===== config.mk =====
export PLATFORM = sky130hd
export DESIGN_NAME = coffer_seq_ctrl
export DESIGN_NICKNAME = d
export VERILOG_FILES = /design/src/rtl/coffer_pkg.sv /design/src/rtl/coffer_lock_timer.sv /design/src/rtl/coffer_seq_ctrl.sv
export SDC_FILE = /design/constraint.sdc
export NUM_CORES = 1
export LEC_CHECK = 0
export CORE_UTILIZATION = 55
export DETAILED_ROUTE_END_ITERATION = 12
export DONT_BUFFER_PORTS = 1
export PLACE_DENSITY_LB_ADDON = 0.12
export SKIP_CTS_REPAIR_TIMING = 1
export SLEW_MARGIN = 0
export SYNTH_ARGS = -nofsm -noshare
export SYNTH_HDL_FRONTEND = slang
export SYNTH_SLANG_ARGS = --single-unit

===== constraint.sdc =====
create_clock -name clk -period 2.5 [get_ports clk]
set_clock_uncertainty 0.05 [all_clocks]
set_input_delay 0.5 -clock clk [delete_from_list [all_inputs] [get_ports clk]]
set_output_delay 0.5 -clock clk [all_outputs]
set_load 0.01 [all_outputs]

===== src/rtl/coffer_pkg.sv =====
// Shared definitions for the coffer lock: controller state encoding, digit width
// and the seven-segment glyph table used by the display drivers.
package coffer_pkg;

    localparam int DIGIT_W = 4;

    typedef enum logic [2:0] {
        IDLE      = 3'd0,
        ENTRY     = 3'd1,
        CHECK     = 3'd2,
        OPEN      = 3'd3,
        SET_ENTRY = 3'd4,
        LOCKOUT   = 3'd5
    } state_t;

    // Segment order {g,f,e,d,c,b,a}, active high; hex glyphs 0-F.
    localparam logic [6:0] SEG_0 = 7'h3F;
    localparam logic [6:0] SEG_1 = 7'h06;
    localparam logic [6:0] SEG_2 = 7'h5B;
    localparam logic [6:0] SEG_3 = 7'h4F;
    localparam logic [6:0] SEG_4 = 7'h66;
    localparam logic [6:0] SEG_5 = 7'h6D;
    localparam logic [6:0] SEG_6 = 7'h7D;
    localparam logic [6:0] SEG_7 = 7'h07;
    localparam logic [6:0] SEG_8 = 7'h7F;
    localparam logic [6:0] SEG_9 = 7'h6F;
    localparam logic [6:0] SEG_A = 7'h77;
    localparam logic [6:0] SEG_B = 7'h7C;
    localparam logic [6:0] SEG_C = 7'h39;
    localparam logic [6:0] SEG_D = 7'h5E;
    localparam logic [6:0] SEG_E = 7'h79;
    localparam logic [6:0] SEG_F = 7'h71;

    function automatic logic [6:0] seg7_decode(input logic [DIGIT_W-1:0] d);
        case (d)
            4'h0: return SEG_0;
            4'h1: return SEG_1;
            4'h2: return SEG_2;
            4'h3: return SEG_3;
            4'h4: return SEG_4;
            4'h5: return SEG_5;
            4'h6: return SEG_6;
            4'h7: return SEG_7;
            4'h8: return SEG_8;
            4'h9: return SEG_9;
            4'hA: return SEG_A;
            4'hB: return SEG_B;
            4'hC: return SEG_C;
            4'hD: return SEG_D;
            4'hE: return SEG_E;
            default: return SEG_F;
        endcase
    endfunction

endpackage


===== src/rtl/coffer_lock_timer.sv =====
// Loadable down-counter for the lockout period; load wins over decrement.
// Zero flag is decoded from the count register; it holds at zero rather than wrapping.
module coffer_lock_timer #(
    parameter int W = 26
) (
    input  logic         clk,
    input  logic         reset,
    input  logic         load,
    input  logic         dec,
    input  logic [W-1:0] value,
    output logic         zero
);

    logic [W-1:0] cnt;

    always_ff @(posedge clk or negedge reset) begin
        if (!reset) begin
            cnt <= '0;
        end else if (load) begin
            cnt <= value;
        end else if (dec && (cnt != '0)) begin
            cnt <= cnt - 1'b1;
        end
    end

    assign zero = (cnt == '0);

endmodule


===== src/rtl/coffer_seq_ctrl.sv =====
// Code-entry sequencer for the coffer lock: collects digits, checks, counts failures, locks out.
// Open/error indication 2 cycles after the last enter pulse; inputs are pulses, no backpressure.
module coffer_seq_ctrl
    import coffer_pkg::*;
#(
    parameter int                         DIGITS         = 4,
    parameter int                         ALLOWED        = 4,
    parameter int                         LOCKOUT_CYCLES = 50_000_000,
    parameter logic [DIGIT_W*DIGITS-1:0]  DEFAULT_PSWD   = 16'h0007
) (
    input  logic               clk,
    input  logic               reset,
    input  logic [DIGIT_W-1:0] digit_in,
    input  logic               enter,
    input  logic               cancel,
    input  logic               confirm,
    input  logic               close,
    output logic               green_n,
    output logic               red_n,
    output logic               locked,
    output logic [2:0]         tries_left,
    output logic [2:0]         digit_idx,
    output logic [2:0]         state_o
);

    localparam int         CODE_W    = DIGIT_W * DIGITS;
    localparam int         TW        = (LOCKOUT_CYCLES > 1) ? $clog2(LOCKOUT_CYCLES) : 1;
    localparam logic [2:0] LAST_IDX  = 3'(DIGITS - 1);
    localparam logic [2:0] ALLOWED_3 = 3'(ALLOWED);

    state_t                          state, state_nxt;
    logic [DIGITS-1:0][DIGIT_W-1:0]  entry_buf, buf_nxt, buf_wr;
    logic [CODE_W-1:0]               pswd, pswd_nxt;
    logic [2:0]                      idx, idx_nxt;
    logic [2:0]                      fail_cnt, fail_nxt;
    logic                            err_flag, err_nxt;
    logic                            tmr_load, tmr_dec, tmr_zero;

    coffer_lock_timer #(.W(TW)) u_timer (
        .clk   (clk),
        .reset (reset),
        .load  (tmr_load),
        .dec   (tmr_dec),
        .value (TW'(LOCKOUT_CYCLES - 1)),
        .zero  (tmr_zero)
    );

    always_ff @(posedge clk or negedge reset) begin
        if (!reset) begin
            state     <= IDLE;
            entry_buf <= '0;
            pswd      <= DEFAULT_PSWD;
            idx       <= '0;
            fail_cnt  <= '0;
            err_flag  <= 1'b0;
        end else begin
            state     <= state_nxt;
            entry_buf <= buf_nxt;
            pswd      <= pswd_nxt;
            idx       <= idx_nxt;
            fail_cnt  <= fail_nxt;
            err_flag  <= err_nxt;
        end
    end

    // First-entered digit lands in the most significant nibble.
    always_comb begin
        buf_wr = entry_buf;
        for (int j = 0; j < DIGITS; j++) begin
            if ((LAST_IDX - idx) == 3'(j)) begin
                buf_wr[j] = digit_in;
            end
        end
    end

    always_comb begin
        state_nxt = state;
        buf_nxt   = entry_buf;
        pswd_nxt  = pswd;
        idx_nxt   = idx;
        fail_nxt  = fail_cnt;
        err_nxt   = err_flag;
        tmr_load  = 1'b0;
        tmr_dec   = 1'b0;
        case (state)
            IDLE: begin
                if (enter) begin
                    buf_nxt = buf_wr;
                    err_nxt = 1'b0;
                    if (DIGITS == 1) begin
                        state_nxt = CHECK;
                    end else begin
                        idx_nxt   = 3'd1;
                        state_nxt = ENTRY;
                    end
                end else if (cancel) begin
                    err_nxt = 1'b0;
                end
            end
            ENTRY: begin
                if (cancel) begin
                    idx_nxt   = '0;
                    buf_nxt   = '0;
                    state_nxt = IDLE;
                end else if (enter) begin
                    buf_nxt = buf_wr;
                    if (idx == LAST_IDX) begin
                        idx_nxt   = '0;
                        state_nxt = CHECK;
                    end else begin
                        idx_nxt = idx + 3'd1;
                    end
                end
            end
            CHECK: begin
                if (entry_buf == pswd) begin
                    fail_nxt  = '0;
                    state_nxt = OPEN;
                end else if ((fail_cnt + 3'd1) == ALLOWED_3) begin
                    fail_nxt  = ALLOWED_3;
                    tmr_load  = 1'b1;
                    state_nxt = LOCKOUT;
                end else begin
                    fail_nxt  = fail_cnt + 3'd1;
                    err_nxt   = 1'b1;
                    state_nxt = IDLE;
                end
            end
            OPEN: begin
                if (close) begin
                    state_nxt = IDLE;
                end else if (confirm) begin
                    idx_nxt   = '0;
                    state_nxt = SET_ENTRY;
                end
            end
            SET_ENTRY: begin
                if (cancel) begin
                    idx_nxt   = '0;
                    state_nxt = OPEN;
                end else if (enter) begin
                    buf_nxt = buf_wr;
                    if (idx == LAST_IDX) begin
                        pswd_nxt  = buf_wr;
                        idx_nxt   = '0;
                        state_nxt = OPEN;
                    end else begin
                        idx_nxt = idx + 3'd1;
                    end
                end
            end
            LOCKOUT: begin
                // Timer was loaded with N-1, so N cycles elapse before release.
                if (tmr_zero) begin
                    fail_nxt  = '0;
                    err_nxt   = 1'b0;
                    state_nxt = IDLE;
                end else begin
                    tmr_dec = 1'b1;
                end
            end
            default: state_nxt = IDLE;
        endcase
    end

    assign locked     = (state == LOCKOUT);
    assign green_n    = ~((state == OPEN) || (state == SET_ENTRY));
    assign red_n      = ~(err_flag | locked);
    assign tries_left = ALLOWED_3 - fail_cnt;
    assign digit_idx  = idx;
    assign state_o    = state;

endmodule


# ---- Word level (Yosys, flattened, before mapping)
# Index checks and enable logic that the tools add are counted.
dict set report word_totals {
  register_bits 68
}
dict set report classes {
  add_sub_neg 5
  n_eq_ne 25
  muxes 43
  bitwise 4
  n_reduce_logical 18
}
# cell count
set op_table {}
lappend op_table {{$mux 3} 19}
lappend op_table {{$mux 26} 2}
lappend op_table {{$mux 16} 3}
lappend op_table {{$pmux 16 s3} 1}
lappend op_table {{$logic_not 26->1} 1}
lappend op_table {{$reduce_bool 26->1} 1}
lappend op_table {{$sub 26x1->26 const B} 1}
lappend op_table {{$ne 3x3->1 const B} 6}
lappend op_table {{$pmux 3 s6} 1}
lappend op_table {{$eq 16x16->1} 1}
lappend op_table {{$mux 4} 4}
lappend op_table {{$eq 3x2->1 const B} 5}
lappend op_table {{$ne 2x2->1 const B} 6}
lappend op_table {{$mux 1} 10}
lappend op_table {{$reduce_and 5->1} 2}
lappend op_table {{$eq 3x3->1 const B} 3}
lappend op_table {{$pmux 3 s3} 1}
lappend op_table {{$reduce_bool 3->1} 3}
lappend op_table {{$reduce_and 7->1} 1}
lappend op_table {{$add 3x1->3 const B} 2}
lappend op_table {{$eq 3x1->1 const B} 2}
lappend op_table {{$logic_not 3->1} 2}
lappend op_table {{$pmux 3 s2} 1}
lappend op_table {{$reduce_and 2->1} 2}
lappend op_table {{12 further kinds} 15}

# ---- Depth between registers and ports, before layout
# Gate-level depths: netlist of run 1.
dict set report depth {
  word_depth 6
  mapped_depth 8
}

# ---- Cells and area by module
# From an unflattened synthesis of run 1, not the netlist that was laid out.
dict set report hier_totals {
  cells_unflattened 449
  area_unflattened_um2 4095.2
}
# mod instances cells_each area_each_um2
set modules_own_cells {}
lappend modules_own_cells {coffer_seq_ctrl 1 277 2461.1}
lappend modules_own_cells {coffer_lock_timer 1 172 1634.1}

# ---- Worst setup path before layout of run 1
# Ideal clock, no wire load.
dict set report synth_timing {
  path_type {flip-flop to flip-flop}
  start {reg u_timer.cnt[0]}
  end {reg u_timer.cnt[20]}
  arrival_ns 1.811
  required_time_ns 2.316
  path_slack_ns 0.505
  path_stages_with_launch 9
  path_buffers 0
  path_cell_list {dfrtp_1 inv_1 ha_1 nor4b_1 nand4b_1 or2_1 nor4_2 xnor2_1 nand2_1}
}
dict set report synth_via {
  elab_chain_cells 5
  word_cells_on_any_way 9
  cone_classes {add/sub (1); mux (4); reduce/logical (4)}
}
# element line
set synth_lines {}
lappend synth_lines {{start, declared} coffer_lock_timer.sv:14} ;# logic [W-1:0] cnt;
lappend synth_lines {{start signal, assigned} coffer_lock_timer.sv:20} ;# cnt <= value;
lappend synth_lines {{start signal, assigned} coffer_lock_timer.sv:22} ;# cnt <= cnt - 1'b1;
lappend synth_lines {{branches (longest 5 deep; another with $sub 26x1->26)} -}
# Parallel ways; which one is timed is not known. The select of a mux whose other input is x is not followed.
# A chain may end at the register's enable or synchronous reset.

# ---- Final worst setup path of run 1
dict set report layout_timing {
  start {reg u_timer.cnt[0]}
  end {reg u_timer.cnt[24]}
}
# The elaborated chain is that of the path after synthesis.

==> impl_metrics.ini, run 1 <==
[grt]
grt_pass1_wl_um = 12600
overflow = 0
grt_usage = 0.228
grt_max_degree = 69
antenna_found_initial = 0
grt_pass1_vias = 2636

[synth]
yosysSeqAreaShare = 0.448
synth_nets = 414
syn-cell-area_um2 = 3810
ys_warn_count = 0
synthTopCellsByCount = dfrtp_1 (65), nand2_1 (52), nor2_1 (38), xor2_1 (34), mux2i_1 (28)
ys_types = 54
netlist.top_cell.by_area = dfrtp_1
synthMostInstantiatedCell = dfrtp_1
synthArstFlopShare = 1.00
yosys-top-cells-area = dfrtp_1 (43%), xor2_1 (7.8%), mux2i_1 (7.4%)
synth_top_area_share = 0.427
synth-edff-count = 0
avgSynthCellArea_um2 = 9.64
synth-seq-cells = 68
synth_top_flop_cell = dfrtp_1
synth_cells = 395

[finish]
num_antenna_cells = 0
n_fill_cell = 544
nNetsFinal = 414
fin_util = 0.634
drive_above_1_share = 0.108
synthToLayoutAreaGrowth_pct = 8.81
fin_area_um2 = 4140

[die]
coreArea_um2 = 6530
die_w_um = 85.2
initial_core_util = 0.583
dieHeight_um = 85.2
dieArea_um2 = 7260
pin_count = 22
rows = 29

[critical_path]
critPathSlowestCell = dfrtp_1
cp_num_buf_inv = 1
critical-path-top-delay-family = simple AND/OR/NAND/NOR gates
slowest_delay_ns = 0.41
end_kind = flop
cp.required_ns = 2.70
worstSetupStartpointType = flop
cp_max_fo = 7
cp_cell_sequence = inv_1 -> ha_1 -> nor4b_1 -> nand4b_1 -> a211oi_2 -> and4b_1 -> xnor2_1 -> nor2_1
path_class = reg2reg
cp.arrival_ns = 2.43

[drt]
drc_errors = 0
post_drt_via_cell_ratio = 5.76
wl_per_cell_um = 16.0
drt_wl_total_um = 7640
drtAntennaViolNets = 0
first_pass_iters = 5
num_vias = 2746
drt_iter0_markers = 106

[flow_run]
maxCapViolCount = 0

[sta]
finalSetupTns_ns = 0
max_freq_ghz = 0.447
fin_crit_sh = 0.894
final_hold_viol_count = 0
finalSetupViolCount = 0
worst_slew_pin_slew_ns = 0.624
slew_headroom = 0.583
slew_viol_final = 0
period_needed_ns = 2.24
hold_ws_ns = 0.228
rsz0062_at_grt = false

[clock_tree]
cts_tree = done
cts.clk_slew.worst_paths_ns = 0.08
h-tree-depth = 3
cts_buffers = 9
clk_latency_ns = 0.36
cts.sink_count = 68
cts-root-buf = clkbuf_8
cts.path.max_buffers = 2

[placed_design]
portBuffers = 0
dpl-instance-area_um2 = 3880
gp_congestion = 0.853
dp_hpwl_um = 5180

[status]
status = completed

[pwr]
power_density_nw_per_um2 = 1160
ir_worst_vdd_uv = 757
leakage_nw = 2.07

[min_path]
hold_path.class = in2reg
-- state kept, by name, summed over array words and instances, names as in the netlist --
register     cells
u_timer.cnt     26
digit_idx        3
state_o          3
err_flag         1
fail_cnt         3
entry_buf       16
pswd            16
-- cell usage in the layout (no fill, tap or decap), types with 3 or more instances in the layout --
cell type | synthesis | layout
dfrtp_1 | 65 | 64
nor3_1 | 7 | 7
nor2_1 | 38 | 38
a21oi_1 | 9 | 9
mux2i_1 | 28 | 28
nand2b_1 | 4 | 4
nor4_2 | 3 | 3
and3_1 | 4 | 4
a21o_1 | 4 | 4
ha_1 | 9 | 9
dfstp_2 | 3 | 3
buf_4 | 1 | 9
xor2_1 | 34 | 34
xnor2_1 | 7 | 7
nand4_1 | 10 | 10
nand3_1 | 10 | 10
clkbuf_8 | 0 | 9
nand4b_1 | 3 | 3
nor4_1 | 6 | 6
nand2_1 | 52 | 52
inv_1 | 12 | 12
o21ai_0 | 20 | 20
nor2b_1 | 7 | 7
-- logic make-up (layout without fill, tap and decap cells) --
kind of cell,after synthesis,after routing,synth area share
XOR/XNOR,41,41,0.0943
buffers and inverters,34,39,0.0355
flip-flops,68,68,0.448
multiplexers,30,30,0.0795
AND/OR/NAND/NOR,161,161,0.226
AO/OA/AOI/OAI,51,51,0.0848
adder cells (fa/ha/maj),10,10,0.0322
-- final timing paths --
path / start / to / slack [ns] / depth (start not counted)
worst max-delay path: u_timer.cnt[0] / u_timer.cnt[24] / 0.26 / 8
worst min-delay path: digit_in[3] / entry_buf[3] / 0.23 / 2
min in group asynchronous: reset / pswd[4] / 0.64 / 2
worst max register to register: u_timer.cnt[0] / u_timer.cnt[24] / 0.26 / 8
max in group asynchronous: reset / pswd[2] / 1.45 / 2
worst min register to register: pswd[0] / pswd[0] / 0.44 / 2
-- through the flow --
stage | instances | power, mW | worst slack, ns
after floorplan | 395 | 3.31 | 0.505
after global placement | 459 | 3.73 | 0.347
after detailed placement | 459 | 3.77 | 0.267
after CTS | 475 | 4.81 | 0.0814
after global routing | 477 | 5.13 | 0.0679
final | 477 | 4.82 | 0.264
-- routing by layer --
| metal | global-route usage | routed length [µm] | up-vias |
|---|---|---|---|
| li1 | - | - | 1362 |
| met1 | 0.288 | 3600 | 1349 |
| met2 | 0.380 | 3710 | 25 |
| met3 | 0.0428 | 199 | 10 |
| met4 | 0.106 | 136 | 0 |
| met5 | 0 | 0 | - |
-- power by group --
part | switching (mW) | internal, mW
clock | 0.457 | 0.568
sequential | 0.365 | 1.39
combinational | 1.19 | 0.850
total | 2.01 | 2.81
-- worst register-to-register path, cell delays in order (launching register included) --
cell and delay (ns):
dfrtp_1 0.41, inv_1 0.10, ha_1 0.28, nor4b_1 0.28, nand4b_1 0.19, a211oi_2 0.35, and4b_1 0.26, xnor2_1 0.13
nor2_1 0.06
-- final cells by class --
| cell class | instances | area (µm²) | area share |
|---|---|---|---|
| clock buffer | 9 | 124 | 0.0299 |
| clock inverter | 7 | 98.8 | 0.0239 |
| inverter | 12 | 45.0 | 0.0109 |
| multi-input combinational | 293 | 1970 | 0.475 |
| sequential | 68 | 1710 | 0.412 |
| tap | 77 | 96.3 | 0.0233 |
| timing repair buffer | 11 | 105 | 0.0254 |
No activity file was read; power rests on OpenSTA's default activity.
==> run 2, diff against run 1 <==
- REMOVE_ABC_BUFFERS: default -> 1
==> run 2 against run 1 <==
- hold slack improved by 0.034 ns
- sequential cell count unchanged
- clock power decreased by 16%
- register-to-register slack about the same
- largest power group unchanged
- critical path depth decreased by 2
- die area unchanged
- global-route usage decreased by 0.21 points
- final area decreased by 0.97%
==> impl_metrics.ini, run 2 (synthesized netlist as in run 1, its figures left out) <==
[placed_design]
placed_cells = 459
gp_congestion = 0.817
dp_hpwl_um = 5050
portBuffers = 0

[pwr]
power_density_nw_per_um2 = 1120
ir_worst_vdd_uv = 691
leakage_nw = 2.05

[drt]
drtAntennaViolNets = 0
drt_iter0_markers = 164
drt_wl_total_um = 7350
num_vias = 2723
first_pass_iters = 4
wl_per_cell_um = 15.4
drc_errors = 0
post_drt_via_cell_ratio = 5.71

[die]
coreArea_um2 = 6530
initial_core_util = 0.583
die_w_um = 85.2
dieHeight_um = 85.2
dieArea_um2 = 7260
pin_count = 22
rows = 29

[clock_tree]
cts.clk_slew.worst_paths_ns = 0.07
cts_tree = done
cts.path.max_buffers = 2
cts.sink_count = 68
cts_buffers = 9
h-tree-depth = 3
cts-root-buf = clkbuf_8
clk_latency_ns = 0.33

[finish]
top_regs = u_timer.cnt x26, entry_buf x16, pswd x16
mostFrequentLayoutCells = dfrtp_1 (65), nand2_1 (52), nor2_1 (38)
num_antenna_cells = 0
largest_reg_flops = 26
synthToLayoutAreaGrowth_pct = 7.76
top_register = u_timer.cnt
final_common_cell = dfrtp_1
nNetsFinal = 414
layoutNonFillerInstCount = 477
drive_above_1_share = 0.100

[critical_path]
worstSetupStartpointType = flop
cp.required_ns = 2.65
end_kind = flop
crit_start = u_timer.cnt[15]
cp.arrival_ns = 2.40
cp_max_fo = 15
r2r_start = u_timer.cnt[15]
path_class = reg2reg

[sta]
max_freq_ghz = 0.445
period_needed_ns = 2.25
rsz0062_at_grt = false
finalSetupTns_ns = 0
fin_crit_sh = 0.900
final_hold_viol_count = 0
hold_ws_ns = 0.263
finalSetupViolCount = 0
slew_headroom = 0.570
worst_slew_pin_slew_ns = 0.643
slew_viol_final = 0

[min_path]
hold_path.class = in2reg
min-delay-start = digit_in[1]

[grt]
grt_pass1_wl_um = 12900
grt_usage = 0.226
antenna_found_initial = 0
overflow = 0
grt_pass1_vias = 2656
grt_max_degree = 69

[status]
status = completed

[flow_run]
maxCapViolCount = 0
==> run 2: cell count changes in the layout (fill, tap and decap cells not counted), sizes merged <==
cell,delta
clkbuf,+2
inv,-2
bufinv,-1
clkinv,+1
==> run 2: path summary, 6_finish.rpt <==
path	end	slack, ns	depth (start not counted)
worst max-delay path	u_timer.cnt[17]	0.25	6
worst min-delay path	entry_buf[1]	0.26	2
worst max register to register	u_timer.cnt[17]	0.25	6
worst min register to register	pswd[1]	0.43	2
max in group asynchronous	pswd[0]	1.41	2
min in group asynchronous	entry_buf[6]	0.68	2
==> run 2: worst max-delay path, cell delays in order (launching register included) <==
cell and delay [ns]:
dfrtp_1 0.42, nor4_2 0.35, nor3b_4 0.39, nand4_2 0.39
nand3_1 0.31, or3_1 0.14, nand3_1 0.08
==> run 2: through the flow <==
step,worst slack (ns),cell area [µm²],total power [mW],utilization
final,0.251,4100,4.60,0.628
after global placement,0.298,3880,3.67,0.594
after detailed placement,0.268,3880,3.75,0.594
after global routing,0.0127,4100,5.02,0.628
after floorplan,0.494,3720,3.33,-
after CTS,0.257,4070,4.58,0.622
==> run 2: final cells by class <==
class | instances | area, µm²
Fill cell | 556 | 2430
Multi-Input combinational cell | 293 | 1970
Sequential cell | 68 | 1710
Clock buffer | 11 | 131
Timing Repair Buffer | 11 | 105
Tap cell | 77 | 96.3
Clock inverter | 5 | 52.6
Inverter | 12 | 45.0
==> run 2: where the power goes <==
part           total (mW)  internal, mW  switching, mW
Sequential           1.70          1.39          0.316
Clock               0.863         0.457          0.406
Combinational        2.03         0.832           1.20
Total                4.60          2.68           1.92
==> run 2: routing by layer <==
| metal | track usage | routed length (µm) | up-vias |
|---|---|---|---|
| met1 | 0.344 | 3820 | 1318 |
| met5 | 0 | 0 | - |
| li1 | - | - | 1362 |
| met4 | 0.0416 | 24 | 0 |
| met3 | 0.0486 | 257 | 2 |
| met2 | 0.334 | 3240 | 41 |
==> run 3, diff against run 2 <==
- ABC_AREA: default -> 1
==> run 3 against run 2 <==
- hold slack better by 0.025 ns
- synthesized area rose by 6.0%
- die area rose by 5.9%
- maximum frequency increased by 8.2%
- critical endpoint is now state_o[2]
- largest cell class unchanged
==> impl_metrics.ini, run 3 <==
[critical_path]
cp_common_cell = nand2_1
cp_max_fo = 32
cp.required_ns = 2.72
reg2regPathDepth = 10
cp_num_buf_inv = 2
worstSetupStartpointType = flop
cp.arrival_ns = 2.30
cp_cell_sequence = inv_1 -> ha_1 -> nand2_1 -> nor2_2 -> nand4_1 -> nand2_1 -> inv_2 -> nor2_2 -> nand2_1 -> o21ai_0
end_kind = flop
critical-path-top-delay-family = simple AND/OR/NAND/NOR gates
r2r_slack_ns = 0.42
path_class = reg2reg
critPathSlowestCell = dfrtp_1
slowest_delay_ns = 0.38
crit_cells = 10

[pwr]
total_power_mw = 5.37
leakage_nw = 2.25
power_density_nw_per_um2 = 1230
ir_worst_vdd_uv = 634

[synth]
avgSynthCellArea_um2 = 7.12
synthArstFlopShare = 1.00
synthMostInstantiatedCell = nand2_1
netlist.top_cell.by_area = dfrtp_1
synthTopCellsByCount = nand2_1 (162), inv_1 (74), nor2_1 (73), dfrtp_1 (65), o21ai_0 (49)
synth_cells = 567
syn-cell-area_um2 = 4040
synth-seq-cells = 68
ys_types = 34
synth-edff-count = 0
yosys-top-cells-area = dfrtp_1 (40%), nand2_1 (15%), inv_1 (6.9%)
synth_top_area_share = 0.403
synth_top_flop_cell = dfrtp_1
yosysSeqAreaShare = 0.423
ys_warn_count = 0

[sta]
fin_crit_sh = 0.832
worst_slew_pin_slew_ns = 0.539
max_freq_ghz = 0.481
rsz0062_at_grt = false
finalSetupTns_ns = 0
finalSetupViolCount = 0
hold_ws_ns = 0.287
slew_headroom = 0.640
timing.final.ws_setup_ns = 0.421
final_hold_viol_count = 0
slew_viol_final = 0
period_needed_ns = 2.08

[grt]
grt_usage = 0.242
grt_pass1_vias = 3338
grt_max_degree = 69
overflow = 0
antenna_found_initial = 0
grt_pass1_wl_um = 14500

[min_path]
holdPathStages = 3
hold_path.class = in2reg

[clock_tree]
h-tree-depth = 3
cts_tree = done
cts.path.max_buffers = 2
cts_buffers = 9
cts.sink_count = 68
cts.clk_slew.worst_paths_ns = 0.07
clk_latency_ns = 0.36
cts-root-buf = clkbuf_8

[finish]
nNetsFinal = 589
top_regs = u_timer.cnt x26, entry_buf x16, pswd x16
top_register = u_timer.cnt
drive_above_1_share = 0.0783
mostFrequentLayoutCells = nand2_1 (162), inv_1 (74), nor2_1 (73)
n_fill_cell = 636
fin_area_um2 = 4380
synthToLayoutAreaGrowth_pct = 8.62
layoutNonFillerInstCount = 671
final_common_cell = nand2_1
largest_reg_flops = 26
num_antenna_cells = 0
fin_util = 0.631

[drt]
post_drt_via_cell_ratio = 5.26
wl_per_cell_um = 12.6
num_vias = 3531
drc_errors = 0
first_pass_iters = 5
drt_wl_total_um = 8480
drt_iter0_markers = 199
drtAntennaViolNets = 0

[placed_design]
dp_hpwl_um = 5950
portBuffers = 0
placed_cells = 653
gp_congestion = 0.892
dpl-instance-area_um2 = 4120
pre_cts_ws_ns = 0.420

[flow_run]
maxCapViolCount = 0

[die]
initial_core_util = 0.581
die_w_um = 87.7
pin_count = 22
rows = 30
dieHeight_um = 87.7
coreArea_um2 = 6940
dieArea_um2 = 7690

[status]
status = completed
run 3: cell count changes in the layout (fill, tap and decap cells not counted), sizes merged, moves of 7 or more:
cell / previous run / this run
xor2: 34 / 3
nor2: 38 / 78
inv: 12 / 83
nand2: 52 / 164
nor2b: 7 / 0
a21oi: 9 / 2
nand3: 11 / 45
mux2i: 28 / 1
o21ai: 21 / 55
nor4: 10 / 1
a211oi: 3 / 15
run 3: tightest hold or removal path, stage by stage:
cell and delay, ns:
nor2_1 0.02, nand2_1 0.08, nand2_1 0.05
run 3: path summary, 6_finish.rpt:
check                                startpoint               to
worst max-delay path             u_timer.cnt[0]       state_o[2]
worst min-delay path                    confirm       state_o[1]
worst max register to register   u_timer.cnt[0]       state_o[2]
worst min register to register  u_timer.cnt[23]  u_timer.cnt[23]
max in group asynchronous                 reset          pswd[0]
min in group asynchronous                 reset     entry_buf[5]
run 3: cell families (layout without fill, tap and decap cells):
family	Yosys count	count (layout)	share of synthesized area
fa+ha+maj	9	9	0.0279
mux	2	2	0.00527
compound gates	75	75	0.107
flops	68	68	0.423
xor+xnor	5	5	0.0109
simple gates	310	310	0.327
buf+inv	98	106	0.100
run 3: layer usage:
metal  track usage  wire length, µm  up-vias
li1              -                -     1801
met1         0.327             4090     1626
met2         0.382             3860       90
met3        0.0566              418       14
met4        0.0849              112        0
met5             0                0        -
run 3: layout make-up:
class                   count  area (µm²)  share of cell area
clock buffers               9         124              0.0283
clock inverters             7         100              0.0228
inverters                  83         312              0.0711
multi-input cells         401        1940               0.441
flip-flops and latches     68        1710               0.389
well taps                  96         120              0.0274
repair buffers              7        87.6              0.0200
run 3: power by group:
part | total [mW] | internal, mW | switching (mW)
Clock | 1.02 | 0.566 | 0.455
Sequential | 1.86 | 1.49 | 0.373
Combinational | 2.49 | 0.848 | 1.65
